## src/rtl/zynq_aes_req_arbiter_if.sv

```systemverilog
// AXI4-Stream point-to-point bundle used on every stream port of the
// zynq_aes request arbiter. The master drives tdata/tvalid/tlast, the slave drives tready.
interface zynq_aes_req_arbiter_if #(
    parameter int DATA_W = 32
);
    logic [DATA_W-1:0] tdata;
    logic              tvalid;
    logic              tready;
    logic              tlast;

    modport master (
        output tdata,
        output tvalid,
        output tlast,
        input  tready
    );

    modport slave (
        input  tdata,
        input  tvalid,
        input  tlast,
        output tready
    );
endinterface

```

## src/rtl/zynq_aes_req_arbiter.sv

```systemverilog
// zynq_aes_req_arbiter: shares one AES stream engine between two AXI4-Stream
// requesters. A whole request packet (up to tlast) is granted round-robin and
// passed through combinationally; the owner of every granted packet is queued
// in an ID FIFO so engine response packets are routed back in grant order.
// Optional feature: define ZYNQ_AES_ARB_STATS_EN to build the 16-bit
// completed-request-packet counters pkt_cnt0/pkt_cnt1 (tied to 0 otherwise).
module zynq_aes_req_arbiter #(
    parameter int DATA_W   = 32,
    parameter int ID_DEPTH = 4
) (
    input  logic                  aclk,
    input  logic                  aresetn,
    zynq_aes_req_arbiter_if.slave  s00_axis,
    zynq_aes_req_arbiter_if.slave  s01_axis,
    zynq_aes_req_arbiter_if.master m_eng_axis,
    zynq_aes_req_arbiter_if.slave  s_eng_axis,
    zynq_aes_req_arbiter_if.master m00_axis,
    zynq_aes_req_arbiter_if.master m01_axis,
    output logic [15:0]           pkt_cnt0,
    output logic [15:0]           pkt_cnt1
);

    localparam int                PTR_W     = $clog2(ID_DEPTH);
    localparam logic [DATA_W-1:0] ZERO_DATA = '0;
    localparam logic [PTR_W:0]    FULL_CNT  = (PTR_W+1)'(ID_DEPTH);

    typedef enum logic [1:0] {
        IDLE = 2'd0,
        GNT0 = 2'd1,
        GNT1 = 2'd2
    } state_t;

    state_t                state_q, state_d;
    logic                  last_q, last_d;       // last granted port; 1 after reset so port 0 wins first tie
    logic [ID_DEPTH-1:0]   id_mem_q, id_mem_d;   // one owner bit per outstanding packet
    logic [PTR_W-1:0]      wr_ptr_q, wr_ptr_d;
    logic [PTR_W-1:0]      rd_ptr_q, rd_ptr_d;
    logic [PTR_W:0]        count_q, count_d;

    logic                  push;
    logic                  push_id;
    logic                  pop;
    logic                  fifo_full;
    logic                  fifo_empty;
    logic                  head_id;

    // Full is judged on the registered count only, so a same-cycle pop never unblocks a grant.
    assign fifo_full  = (count_q == FULL_CNT);
    assign fifo_empty = (count_q == '0);
    assign head_id    = id_mem_q[rd_ptr_q];

    // Request FSM: round-robin packet grant and zero-latency pass-through to the engine.
    always_comb begin
        state_d           = state_q;
        last_d            = last_q;
        push              = 1'b0;
        push_id           = 1'b0;
        m_eng_axis.tdata  = ZERO_DATA;
        m_eng_axis.tvalid = 1'b0;
        m_eng_axis.tlast  = 1'b0;
        s00_axis.tready   = 1'b0;
        s01_axis.tready   = 1'b0;
        case (state_q)
            IDLE: begin
                if (!fifo_full) begin
                    if (s00_axis.tvalid && (!s01_axis.tvalid || last_q)) begin
                        state_d = GNT0;
                        last_d  = 1'b0;
                        push    = 1'b1;
                        push_id = 1'b0;
                    end else if (s01_axis.tvalid) begin
                        state_d = GNT1;
                        last_d  = 1'b1;
                        push    = 1'b1;
                        push_id = 1'b1;
                    end
                end
            end
            GNT0: begin
                m_eng_axis.tdata  = s00_axis.tdata;
                m_eng_axis.tvalid = s00_axis.tvalid;
                m_eng_axis.tlast  = s00_axis.tlast;
                s00_axis.tready   = m_eng_axis.tready;
                if (s00_axis.tvalid && m_eng_axis.tready && s00_axis.tlast) begin
                    state_d = IDLE;
                end
            end
            GNT1: begin
                m_eng_axis.tdata  = s01_axis.tdata;
                m_eng_axis.tvalid = s01_axis.tvalid;
                m_eng_axis.tlast  = s01_axis.tlast;
                s01_axis.tready   = m_eng_axis.tready;
                if (s01_axis.tvalid && m_eng_axis.tready && s01_axis.tlast) begin
                    state_d = IDLE;
                end
            end
            default: state_d = IDLE;
        endcase
    end

    // Response routing: steer the engine stream to the owner at the FIFO head.
    always_comb begin
        pop               = 1'b0;
        s_eng_axis.tready = 1'b0;
        m00_axis.tdata    = ZERO_DATA;
        m00_axis.tvalid   = 1'b0;
        m00_axis.tlast    = 1'b0;
        m01_axis.tdata    = ZERO_DATA;
        m01_axis.tvalid   = 1'b0;
        m01_axis.tlast    = 1'b0;
        if (!fifo_empty) begin
            if (!head_id) begin
                m00_axis.tdata    = s_eng_axis.tdata;
                m00_axis.tvalid   = s_eng_axis.tvalid;
                m00_axis.tlast    = s_eng_axis.tlast;
                s_eng_axis.tready = m00_axis.tready;
                pop               = s_eng_axis.tvalid && m00_axis.tready && s_eng_axis.tlast;
            end else begin
                m01_axis.tdata    = s_eng_axis.tdata;
                m01_axis.tvalid   = s_eng_axis.tvalid;
                m01_axis.tlast    = s_eng_axis.tlast;
                s_eng_axis.tready = m01_axis.tready;
                pop               = s_eng_axis.tvalid && m01_axis.tready && s_eng_axis.tlast;
            end
        end
    end

    // ID FIFO next state: pointers wrap naturally since ID_DEPTH is a power of two.
    always_comb begin
        id_mem_d = id_mem_q;
        wr_ptr_d = wr_ptr_q;
        rd_ptr_d = rd_ptr_q;
        count_d  = count_q;
        if (push) begin
            id_mem_d[wr_ptr_q] = push_id;
            wr_ptr_d           = wr_ptr_q + PTR_W'(1);
        end
        if (pop) begin
            rd_ptr_d = rd_ptr_q + PTR_W'(1);
        end
        case ({push, pop})
            2'b10:   count_d = count_q + (PTR_W+1)'(1);
            2'b01:   count_d = count_q - (PTR_W+1)'(1);
            default: count_d = count_q;
        endcase
    end

    // Control and FIFO state registers; reset abandons any packet in flight.
    always_ff @(posedge aclk or negedge aresetn) begin
        if (!aresetn) begin
            state_q  <= IDLE;
            last_q   <= 1'b1;
            id_mem_q <= '0;
            wr_ptr_q <= '0;
            rd_ptr_q <= '0;
            count_q  <= '0;
        end else begin
            state_q  <= state_d;
            last_q   <= last_d;
            id_mem_q <= id_mem_d;
            wr_ptr_q <= wr_ptr_d;
            rd_ptr_q <= rd_ptr_d;
            count_q  <= count_d;
        end
    end

`ifdef ZYNQ_AES_ARB_STATS_EN
    logic [15:0] cnt0_q, cnt0_d;
    logic [15:0] cnt1_q, cnt1_d;

    // Count request packets completed by each port; 16-bit wrap is intentional.
    always_comb begin
        cnt0_d = cnt0_q;
        cnt1_d = cnt1_q;
        if (state_q == GNT0 && s00_axis.tvalid && m_eng_axis.tready && s00_axis.tlast) begin
            cnt0_d = cnt0_q + 16'd1;
        end
        if (state_q == GNT1 && s01_axis.tvalid && m_eng_axis.tready && s01_axis.tlast) begin
            cnt1_d = cnt1_q + 16'd1;
        end
    end

    // Packet counter registers.
    always_ff @(posedge aclk or negedge aresetn) begin
        if (!aresetn) begin
            cnt0_q <= 16'd0;
            cnt1_q <= 16'd0;
        end else begin
            cnt0_q <= cnt0_d;
            cnt1_q <= cnt1_d;
        end
    end

    assign pkt_cnt0 = cnt0_q;
    assign pkt_cnt1 = cnt1_q;
`else
    assign pkt_cnt0 = 16'd0;
    assign pkt_cnt1 = 16'd0;
`endif

endmodule

```

## src/flat_wrapper.sv

```systemverilog
// flat-port wrapper written by rule: the top's interface ports become plain ports
module zynq_aes_req_arbiter_flat 
#(
    parameter int DATA_W   = 32,
    parameter int ID_DEPTH = 4
)
  (aclk, aresetn, pkt_cnt0, pkt_cnt1, s00_axis_tdata, s00_axis_tvalid, s00_axis_tlast, s00_axis_tready, s01_axis_tdata, s01_axis_tvalid, s01_axis_tlast, s01_axis_tready, m_eng_axis_tdata, m_eng_axis_tvalid, m_eng_axis_tlast, m_eng_axis_tready, s_eng_axis_tdata, s_eng_axis_tvalid, s_eng_axis_tlast, s_eng_axis_tready, m00_axis_tdata, m00_axis_tvalid, m00_axis_tlast, m00_axis_tready, m01_axis_tdata, m01_axis_tvalid, m01_axis_tlast, m01_axis_tready);
  zynq_aes_req_arbiter_if #(.DATA_W(DATA_W)) s00_axis_i ();
  zynq_aes_req_arbiter_if #(.DATA_W(DATA_W)) s01_axis_i ();
  zynq_aes_req_arbiter_if #(.DATA_W(DATA_W)) m_eng_axis_i ();
  zynq_aes_req_arbiter_if #(.DATA_W(DATA_W)) s_eng_axis_i ();
  zynq_aes_req_arbiter_if #(.DATA_W(DATA_W)) m00_axis_i ();
  zynq_aes_req_arbiter_if #(.DATA_W(DATA_W)) m01_axis_i ();
  input  logic aclk;
  input  logic aresetn;
  output logic [15:0] pkt_cnt0;
  output logic [15:0] pkt_cnt1;
  input wire logic [$bits(s00_axis_i.tdata)-1:0] s00_axis_tdata;
  input wire logic [$bits(s00_axis_i.tvalid)-1:0] s00_axis_tvalid;
  input wire logic [$bits(s00_axis_i.tlast)-1:0] s00_axis_tlast;
  output wire logic [$bits(s00_axis_i.tready)-1:0] s00_axis_tready;
  input wire logic [$bits(s01_axis_i.tdata)-1:0] s01_axis_tdata;
  input wire logic [$bits(s01_axis_i.tvalid)-1:0] s01_axis_tvalid;
  input wire logic [$bits(s01_axis_i.tlast)-1:0] s01_axis_tlast;
  output wire logic [$bits(s01_axis_i.tready)-1:0] s01_axis_tready;
  output wire logic [$bits(m_eng_axis_i.tdata)-1:0] m_eng_axis_tdata;
  output wire logic [$bits(m_eng_axis_i.tvalid)-1:0] m_eng_axis_tvalid;
  output wire logic [$bits(m_eng_axis_i.tlast)-1:0] m_eng_axis_tlast;
  input wire logic [$bits(m_eng_axis_i.tready)-1:0] m_eng_axis_tready;
  input wire logic [$bits(s_eng_axis_i.tdata)-1:0] s_eng_axis_tdata;
  input wire logic [$bits(s_eng_axis_i.tvalid)-1:0] s_eng_axis_tvalid;
  input wire logic [$bits(s_eng_axis_i.tlast)-1:0] s_eng_axis_tlast;
  output wire logic [$bits(s_eng_axis_i.tready)-1:0] s_eng_axis_tready;
  output wire logic [$bits(m00_axis_i.tdata)-1:0] m00_axis_tdata;
  output wire logic [$bits(m00_axis_i.tvalid)-1:0] m00_axis_tvalid;
  output wire logic [$bits(m00_axis_i.tlast)-1:0] m00_axis_tlast;
  input wire logic [$bits(m00_axis_i.tready)-1:0] m00_axis_tready;
  output wire logic [$bits(m01_axis_i.tdata)-1:0] m01_axis_tdata;
  output wire logic [$bits(m01_axis_i.tvalid)-1:0] m01_axis_tvalid;
  output wire logic [$bits(m01_axis_i.tlast)-1:0] m01_axis_tlast;
  input wire logic [$bits(m01_axis_i.tready)-1:0] m01_axis_tready;
  assign s00_axis_i.tdata = s00_axis_tdata;
  assign s00_axis_i.tvalid = s00_axis_tvalid;
  assign s00_axis_i.tlast = s00_axis_tlast;
  assign s00_axis_tready = s00_axis_i.tready;
  assign s01_axis_i.tdata = s01_axis_tdata;
  assign s01_axis_i.tvalid = s01_axis_tvalid;
  assign s01_axis_i.tlast = s01_axis_tlast;
  assign s01_axis_tready = s01_axis_i.tready;
  assign m_eng_axis_tdata = m_eng_axis_i.tdata;
  assign m_eng_axis_tvalid = m_eng_axis_i.tvalid;
  assign m_eng_axis_tlast = m_eng_axis_i.tlast;
  assign m_eng_axis_i.tready = m_eng_axis_tready;
  assign s_eng_axis_i.tdata = s_eng_axis_tdata;
  assign s_eng_axis_i.tvalid = s_eng_axis_tvalid;
  assign s_eng_axis_i.tlast = s_eng_axis_tlast;
  assign s_eng_axis_tready = s_eng_axis_i.tready;
  assign m00_axis_tdata = m00_axis_i.tdata;
  assign m00_axis_tvalid = m00_axis_i.tvalid;
  assign m00_axis_tlast = m00_axis_i.tlast;
  assign m00_axis_i.tready = m00_axis_tready;
  assign m01_axis_tdata = m01_axis_i.tdata;
  assign m01_axis_tvalid = m01_axis_i.tvalid;
  assign m01_axis_tlast = m01_axis_i.tlast;
  assign m01_axis_i.tready = m01_axis_tready;
  zynq_aes_req_arbiter #(.DATA_W(DATA_W), .ID_DEPTH(ID_DEPTH)) u_core (.aclk(aclk), .aresetn(aresetn), .s00_axis(s00_axis_i), .s01_axis(s01_axis_i), .m_eng_axis(m_eng_axis_i), .s_eng_axis(s_eng_axis_i), .m00_axis(m00_axis_i), .m01_axis(m01_axis_i), .pkt_cnt0(pkt_cnt0), .pkt_cnt1(pkt_cnt1));
endmodule
```

## config.mk

```make
export PLATFORM = sky130hd
export DESIGN_NAME = zynq_aes_req_arbiter_flat
export DESIGN_NICKNAME = d
export VERILOG_FILES = /design/src/rtl/zynq_aes_req_arbiter_if.sv /design/src/rtl/zynq_aes_req_arbiter.sv /design/src/flat_wrapper.sv
export SDC_FILE = /design/constraint.sdc
export NUM_CORES = 1
export LEC_CHECK = 0
export ABC_AREA = 1
export CAP_MARGIN = 5
export CORE_AREA = 2 2 94 96
export CTS_BUF_LIST = sky130_fd_sc_hd__clkbuf_2
export DETAILED_ROUTE_END_ITERATION = 10
export DIE_AREA = 0 0 96 98
export HOLD_SLACK_MARGIN = 0.06
export PLACE_DENSITY = 0.79
export SLEW_MARGIN = 20
export SYNTH_ARGS = -nofsm -noshare
export SYNTH_HDL_FRONTEND = slang
export SYNTH_SLANG_ARGS = --single-unit
```

## constraint.sdc

```tcl
create_clock -name aclk -period 2.1 [get_ports aclk]
set_input_delay 0.63 -clock aclk [delete_from_list [all_inputs] [get_ports aclk]]
set_output_delay 0.63 -clock aclk [all_outputs]
set_load 0.01 [all_outputs]
```

==> metrics.cfg <==
[status]
status=finished, violations left
violations=negative setup slack

[place]
hpwl_mm=7.38
portBuffers=211
gp_routability_congestion=0.778
dp.cells=712

[synthesis]
synth_top_family_by_area=simple AND/OR/NAND/NOR gates
synth_area_leaders=nand2_1, dfrtp_1, nor3_2
netlist_area_mm2=0.00234
synth_adder_area_share_pct=5.13
synthMuxAreaShare_pct=0
syn_avg_cell_area_um2=6.22
yosysTopAreaCell=nand2_1
yosys.area.top_type_share_pct=16.5
synth_compound_area_share_pct=9.57
synthCells=376
synthSimpleGateAreaFrac_pct=43.6
yosys_warnings=0
ys_seq_area_share_pct=15.0
synth_cell_types=28
synthXorXnorAreaFrac_pct=1.50
synth.ff_latch_count=14

[cells_and_area]
drive_above_1_share_pct=52.8
nNetsFinal=748
fin_cells=739
insertedDiodeCount=0
layout_common_cells=clkdlybuf4s50_1, buf_2, nand2_1, nor3_2, inv_1
final.fill_count=709
seq_area_um2=352
layout-area-overhead-vs-synth_pct=129
multi_input_area_mm2=0.00208

[drt]
finalWirelength_mm=11.1
first_pass_iters=4
final_antenna_net_count=0
drcViolationCount=0
avgViaCountPerCell=4.63
first_iter_violations=55
wire_per_inst_um=15.0
dr_total_vias=3422

[power_and_ir_drop]
total_power_mw=6.88
pwr-share-seq_pct=7.2
internal_power_mw=3.49
pwr-share-comb_pct=90.7
power_density_mw_per_mm2=1290
power_leakage_nw=2.65
p_switching_mw=3.39
power.share.clock_pct=2.1
ir_drop_uv=753
swShare_pct=49.3

[hold_path]
hold_start=u_core.count_q[1]
holdCritPathClass=register to register

[worst_setup_path]
cp-start-kind=register
end_kind=primary output
cp.arrival_ps=1650
r2r-start=u_core.rd_ptr_q[1]
cp_max_fo=7
startpoint=u_core.state_q[0]
crit_type=register to primary output
critical_path_required_ps=1470

[timing]
setup_viol=105
worst_slew_pin_slew_ps=620
fin_crit_sh_pct=109
fin_crit_ps=2280
slew_headroom_pct=58.6
rsz0062_at_grt=true
finalClockSkew_ps=8.70
clock.fmax_ghz=0.438
setup_slack_ps=-183
fin_hold_ws_ps=514
hold_viol_final=0
finalMaxSlewViolations=0

[clocking]
cts_sinks=14
ctsHtreeMaxLevel=1
holdBufCountCts=0
clkLatencyLatePin_ps=290
numCtsBuffers=3
cts_root_buf=clkbuf_2
cts_tree=done
cts.path.max_buffers=2
clk_pin_slew_ps=150

[grt]
grt-ovfl-total=0
grt_first_pass_wirelength_mm=15.2
grt_usage_pct=20.2
antenna_found_initial=0
grt_pass1_vias=3328
grt_max_degree=43

[die]
start_util_pct=27.6
die_w_um=96
die_area_mm2=0.00941
die_y_um=98
num_io_pins=244
coreArea_mm2=0.00847
num_rows=34

[job]
drv_cap=0

[timing repair]
| item | in CTS | in global routing |
|---|---|---|
| cloned | 7 | 7 |
| pin swaps | 19 | 23 |
| setup buffers | 6 | 5 |
| endpoints found under the setup margin | 107 | 106 |
| gates resized for setup | 519 | 92 |
[cells in the mapped netlist]
library cell,instances
dfstp_2,1
dfrtp_1,13
nor2_4,2
clkinv_1,1
nand3_1,8
o21ai_1,1
o21ai_0,8
conb_1,1
clkbuf_1,8
nor2_1,2
buf_2,12
nor3_2,30
nand2_1,103
nor3_1,38
a21oi_1,34
fa_1,1
o21ai_2,1
ha_1,8
nand2_2,4
buf_4,32
nand2_4,1
inv_1,51
xor2_1,3
nand3_2,3
xnor2_1,1
nand4_1,1
inv_2,4
buf_6,4
[area by class of cell]
class,instances,area share (%)
Inverter,56,4.17
Tap cell,108,2.53
Timing Repair Buffer,276,47.4
Clock buffer,4,0.374
Multi-Input combinational cell,281,38.9
Sequential cell,14,6.58
[metal layers]
layer / vias to the layer above / global-route usage [%] / routed length, µm
met5: - / 0 / 0
met4: 0 / 8.02 / 425
met3: 38 / 5.02 / 1170
met2: 193 / 41.1 / 5960
met1: 1560 / 17.9 / 3530
li1: 1631 / - / -
[flip-flops by register name, indices dropped and copies added, names as in the netlist]
signal	flops
u_core.last_q	1
u_core.state_q	2
u_core.wr_ptr_q	2
u_core.count_q	3
u_core.rd_ptr_q	2
u_core.id_mem_q	4
[worst paths after layout]
path,end,slack (ps),cells after the start
min in group asynchronous,u_core.rd_ptr_q[1],710,1
hold / removal,u_core.count_q[1],510,2
hold reg to reg,u_core.count_q[1],510,2
max in group asynchronous,u_core.state_q[1],990,1
setup reg to reg,u_core.count_q[2],-70,14
setup / recovery,m_eng_axis_tdata[7],-180,6
[cells by family (layout without fill, tap and decap cells)]
family	count (synthesis)	count (layout)
AND/OR/NAND/NOR	192	192
buffers and inverters	112	336
other	1	32
AO/OA/AOI/OAI	44	44
XOR/XNOR	4	4
flip-flops	14	14
adder cells (fa/ha/maj)	9	9
[stage by stage]
| step | area [µm²] | setup TNS, ps | util (%) | setup slack (ps) |
|---|---|---|---|---|
| after floorplan | 2460 | 0 | - | 169 |
| after CTS | 4990 | -8810 | 59.0 | -157 |
| after detailed placement | 4740 | -43910 | 56.0 | -532 |
| after global routing | 5350 | -21600 | 63.2 | -283 |
| final | 5350 | -10520 | 63.2 | -183 |
| after global placement | 4740 | -42950 | 56.0 | -547 |
[power by group through the flow]
| stage | Clock (mW) | Combinational [mW] | Sequential (mW) |
|---|---|---|---|
| detailed placement | 0 | 4.93 | 0.496 |
| floorplan | 0 | 2.39 | 0.484 |
| global placement | 0 | 4.83 | 0.491 |
| global route | 0.154 | 6.70 | 0.514 |
| CTS | 0.142 | 5.49 | 0.494 |
| finish | 0.142 | 6.24 | 0.497 |
[critical path: stages, from the launching register on]
cell	delay (ps)
dfrtp_1	420
inv_2	80
ha_4	310
clkinv_8	100
clkbuf_16	170
a21oi_1	130
buf_2	160
No activity file was read; power rests on OpenSTA's default activity.
